`src/rtl/m_result_stage.sv`:
```
// rtl/m_result_stage.sv - M-extension result stage: sign fix-up, div special cases, writeback handshake
// Build option: M_SPECIAL_FAST_EN lets divide-by-zero/overflow results bypass the FIX cycle.
module m_result_stage #(
    parameter int XLEN = 32,
    parameter int RD_W = 5
) (
    input  logic            clk_i,
    input  logic            rst_i,
    input  logic            done_i,
    input  logic [2:0]      funct3_i,
    input  logic [XLEN-1:0] rs1_i,
    input  logic            rs1_sign_i,
    input  logic            rs2_sign_i,
    input  logic            div_zero_i,
    input  logic            div_ovf_i,
    input  logic [RD_W-1:0] rd_i,
    input  logic [XLEN-1:0] r_i,
    input  logic [XLEN-1:0] z_i,
    output logic            busy_o,
    output logic            result_valid_o,
    input  logic            result_ready_i,
    output logic [XLEN-1:0] result_o,
    output logic [RD_W-1:0] result_rd_o
);

    typedef enum logic [1:0] {IDLE, FIX, OUT} state_t;

`ifdef M_SPECIAL_FAST_EN
    localparam state_t SPECIAL_NEXT = OUT;
`else
    localparam state_t SPECIAL_NEXT = FIX;
`endif

    localparam logic [XLEN-1:0] ONE     = {{(XLEN-1){1'b0}}, 1'b1};
    localparam logic [XLEN-1:0] INT_MIN = {1'b1, {(XLEN-1){1'b0}}};

    state_t            state_q, state_d;
    logic [XLEN-1:0]   result_q, result_d;
    logic [RD_W-1:0]   rd_q, rd_d;
    logic              neg_q, neg_d;

    always_ff @(posedge clk_i or posedge rst_i) begin
        if (rst_i) begin
            state_q  <= IDLE;
            result_q <= '0;
            rd_q     <= '0;
            neg_q    <= 1'b0;
        end else begin
            state_q  <= state_d;
            result_q <= result_d;
            rd_q     <= rd_d;
            neg_q    <= neg_d;
        end
    end

    // funct3[2] = divide family, funct3[1] = remainder, funct3[0] = unsigned.
    always_comb begin
        state_d  = state_q;
        result_d = result_q;
        rd_d     = rd_q;
        neg_d    = neg_q;
        case (state_q)
            IDLE: begin
                if (done_i) begin
                    rd_d    = rd_i;
                    neg_d   = 1'b0;
                    state_d = OUT;
                    if (!funct3_i[2]) begin
                        result_d = (funct3_i[1:0] == 2'b00) ? r_i : z_i;
                    end else if (div_zero_i) begin
                        result_d = funct3_i[1] ? rs1_i : '1;
                        state_d  = SPECIAL_NEXT;
                    end else if (div_ovf_i && !funct3_i[0]) begin
                        result_d = funct3_i[1] ? '0 : INT_MIN;
                        state_d  = SPECIAL_NEXT;
                    end else if (funct3_i[0]) begin
                        result_d = funct3_i[1] ? r_i : z_i;
                    end else begin
                        // Remainder takes the dividend's sign; quotient the xor of both.
                        result_d = funct3_i[1] ? r_i : z_i;
                        neg_d    = funct3_i[1] ? rs1_sign_i : (rs1_sign_i ^ rs2_sign_i);
                        state_d  = FIX;
                    end
                end
            end
            FIX: begin
                if (neg_q) begin
                    result_d = ~result_q + ONE;
                end
                state_d = OUT;
            end
            OUT: begin
                if (result_ready_i) begin
                    state_d = IDLE;
                end
            end
            default: state_d = IDLE;
        endcase
    end

    assign busy_o         = (state_q != IDLE);
    assign result_valid_o = (state_q == OUT);
    assign result_o       = result_q;
    assign result_rd_o    = rd_q;

    a_no_done_while_busy: assert property (@(posedge clk_i) disable iff (rst_i)
        !(done_i && busy_o))
        else $warning("done raised while busy; ignored");

endmodule

```
`config.mk`:
```
export PLATFORM = sky130hd
export DESIGN_NAME = m_result_stage
export DESIGN_NICKNAME = d
export VERILOG_FILES = /design/src/rtl/m_result_stage.sv
export SDC_FILE = /design/constraint.sdc
export NUM_CORES = 1
export LEC_CHECK = 0
export BUFFER_PORTS_ARGS = -buffer_cell sky130_fd_sc_hd__buf_2
export CAP_MARGIN = 20
export CORE_MARGIN = 1.5
export CORE_UTILIZATION = 35
export DETAILED_ROUTE_END_ITERATION = 8
export HOLD_SLACK_MARGIN = 0.12
export REMOVE_ABC_BUFFERS = 1
export SLEW_MARGIN = 10
export SYNTH_ARGS = -nofsm -noshare
export SYNTH_HDL_FRONTEND = slang
export SYNTH_SLANG_ARGS = --single-unit
```
`constraint.sdc`:
```
create_clock -name clk_i -period 3.2 [get_ports clk_i]
set_clock_uncertainty 0.1 [all_clocks]
set_input_delay 0.64 -clock clk_i [delete_from_list [all_inputs] [get_ports clk_i]]
set_output_delay 0.64 -clock clk_i [all_outputs]
set_load 0.02 [all_outputs]
```
==> run_results.csv <==
group,metric,value,unit
timing,achievable_frequency,0.3543,GHz
worst_setup_path,cell_chain_of_the_critical_path,"inv_1 > ha_1 > or3b_2 > or4_1 > or4_1 > a21oi_1 > nor3_1",
worst_setup_path,worst_path_dominant_cell_family,"simple AND/OR/NAND/NOR gates",
cells_and_area,nets,749,
floorplan,die-width,105.0,um
route,vias_per_cell,6.125,
global_route,grt.overflow.total,0,
clock_tree,hold_buf_count_cts,0,
floorplan,num_io_pins,151,
yosys,synth_common_cells,"nand2_1, a21oi_1, o21ai_0",
cells_and_area,filler_cell_count,1049,
yosys,post-synth-top-area-cell,"dfrtp_1",
worst_setup_path,worstPathBufferInverterCount,1,
worst_setup_path,reg2reg_depth,7,
clock_tree,total_cts_buffers,5,
route,wire_per_inst,19.53,um
floorplan,coreArea,10230,um2
timing,finalSetupTns,0,ps
timing,slew-limit-headroom,47.36,%
clock_tree,worstSkewPairLatency,310,ps
yosys,synth.area.top_cells,"dfrtp_1, nand2_1, a21oi_1",
pwr,ir_drop_worst_vdd,0.2042,mV
placement,hpwlAfterDp,11.08,mm
global_route,grt_pass1_vias,4402,
timing,timing.final.hold_violations,0,
timing,tightest_slew,787.7,ps
route,drt_iter0_drc,417,
worst_setup_path,cp.depth,7,
route,detail_route.first_pass.iterations,5,
job,max_cap_violations,0,
global_route,first_pass_grt_wire_length,23.18,mm
yosys,synthesis.yosys.warnings,0,
timing,grt_setup_unrepaired,"no",
clock_tree,cts.htree.levels,2,
worst_setup_path,timing.critical_path.required,3300,ps
yosys,synth_sequential_area_ratio,27.46,%
worst_setup_path,cp_data_arrival_time,2920,ps
worst_setup_path,critical_path.startpoint_type,"flop",
timing,period_needed,2823,ps
route,ant_nets,0,
worst_setup_path,max_stage_delay,660,ps
cells_and_area,areaGrowthSynthToFinish,29.56,%
placement,gp_routability_congestion,0.9206,
floorplan,die_h,105.0,um
global_route,largest_net_degree_at_the_start_of_global_routing,41,
yosys,synth.distinct_cells,57,
route,drcViolationCount,0,
placement,placement.io_buffers,150,
clock_tree,cts_tree,"yes",
worst_setup_path,endpoint_kind,"flop",
worst_setup_path,worst_setup_path_category,"reg -> reg",
timing,setup_viol_count_final,0,
cells_and_area,antennaDiodeCount,0,
yosys,yosysTopAreaCellShare,27.46,%
yosys,dominantRegCellSynth,"dfrtp_1",
placement,dp_slack,389.0,ps
clock_tree,cts_sink_count,40,
pwr,power_per_cell_area,534.0,nW/um2
global_route,grt_use_total,26.85,%
clock_tree,clk_pin_slew_worst_paths,100,ps
timing,final_max_slew_viol_count,0,
hold_path,hold_path_class,"in -> async",
yosys,synthesis.instances,494,
yosys,async_flop_share,100.0,%
timing,post-route-period-util,88.21,%
cells_and_area,post_route_cells_drive_above_1_share,31.24,%
worst_setup_path,timing.critical_path.slowest_stage_cell,"or4_1",
yosys,synthMostInstantiatedCell,"nand2_1",
floorplan,start_util,35.62,%
yosys,synthesized_flop_and_latch_total,40,
floorplan,die-area,11030,um2
worst_setup_path,critical-path-top-cell-by-count,"or4_1",
status,run_status,"finished, final reports clean",
yosys,synthesis.area,3645,um2
floorplan,placement_rows,37,
timing,postLayoutSetupSlackWorst,377.2,ps
clock_tree,cts_repair_resize_count,0,
yosys,postSynthAreaPerCell,7.378,um2
clock_tree,ctsRootBufferMaster,"clkbuf_8",
yosys,synth-edff-count,0,
pwr,total_leakage_power,2.111,nW
clock_tree,cts-root-to-sink-buffers,2,
route,totalWireLength,15.09,mm
route,num_vias,4735,
worst_setup_path,max_fo_critical_path,7,
global_route,grt_antenna_before_repair,0,
clock_tree,post_cts_buffers,0,
-- area by class of cell --
class	instances	area [um2]	area share, %
timing repair buffer	174	943.4	19.98
tap	136	170.2	3.604
multi-input combinational	406	2462	52.15
clock buffer	5	68.82	1.457
inverter	9	33.78	0.7154
clock inverter	3	42.54	0.9009
sequential	40	1001	21.20
-- flip-flops by register name (all words and copies together), names as in the netlist --
name and count:
result_o 32, result_rd_o 5, state_q 2, neg_q 1
-- per-stage QoR --
stage	instance area, um2	std cells	utilization, %	power (W)	hold WS (ps)
2_1_floorplan	3497	455	-	0.001558	386.5
3_3_place_gp	4611	765	45.07	0.002050	353.3
3_5_place_dp	4611	765	45.07	0.002076	359.7
4_1_cts	4722	773	46.15	0.002516	379.3
5_1_grt	4722	773	46.15	0.002674	402.7
6_report	4722	773	46.15	0.002522	349.4
-- tightest hold or removal path, stage by stage --
cell   delay, ps
buf_2         90
inv_1         40
buf_4        460
-- cell families (layout without fill, tap and decap cells) --
kind of cell	after synthesis	count (layout)	share of synthesized area, %
compound gates	187	187	33.85
xor+xnor	1	1	0.2403
fa+ha+maj	1	1	0.3432
buf+inv	48	191	4.977
flops	40	40	27.46
mux	25	25	6.934
simple gates	192	192	26.19
-- layer usage --
layer | global-route usage, % | share of wire, %
met1 | 35.12 | 43
met2 | 43.09 | 45
met3 | 5.552 | 8.7
met4 | 10.76 | 3.7
met5 | 0 | 0
-- report_power, final --
group	switching [W]	internal [W]	leakage (nW)
Clock	0.000212	0.000231	0.0541
Sequential	0.000251	0.000674	0.471
Combinational	0.000722	0.000431	1.59
-- worst paths after layout --
| check | startpoint | end | slack, ps |
|---|---|---|---|
| max in group asynchronous | rst_i | result_o[30]$_DFFE_PP0P_ | 2250 |
| worst min-delay path | rst_i | result_o[4]$_DFFE_PP0P_ | 350 |
| worst max-delay path | result_o[0]$_DFFE_PP0P_ | result_o[18]$_DFFE_PP0P_ | 380 |
| worst max register to register | result_o[0]$_DFFE_PP0P_ | result_o[18]$_DFFE_PP0P_ | 380 |
| min in group clk_i | result_rd_o[0]$_DFFE_PP0P_ | result_rd_o[0]$_DFFE_PP0P_ | 380 |
| worst min register to register | result_rd_o[0]$_DFFE_PP0P_ | result_rd_o[0]$_DFFE_PP0P_ | 380 |
-- placed cells by master, fill, tap and decap left out, types with 3 or more instances in the layout --
cell type and count:
inv_1 9, a21o_1 5, a22oi_1 11, o31ai_1 4
a22o_1 5, o311ai_0 4, nor3_1 23, a21oi_1 48
clkbuf_8 5, nor2b_1 5, or4_1 4, dfrtp_1 40
or4_4 3, nand2_1 73, o221ai_1 3, a31oi_1 4
nand3_1 18, a221oi_1 6, a2111oi_0 3, buf_4 23
o21ai_0 45, buf_2 150, nor2_1 24, nand4_1 16
o211ai_1 14, a221o_1 4, mux2i_1 23, o22ai_1 6
a211o_1 3, a311oi_1 7, nor4_1 4, or2_2 3
or3_2 3, and3_1 3
Note: power is estimated with default switching activity, not from simulation.
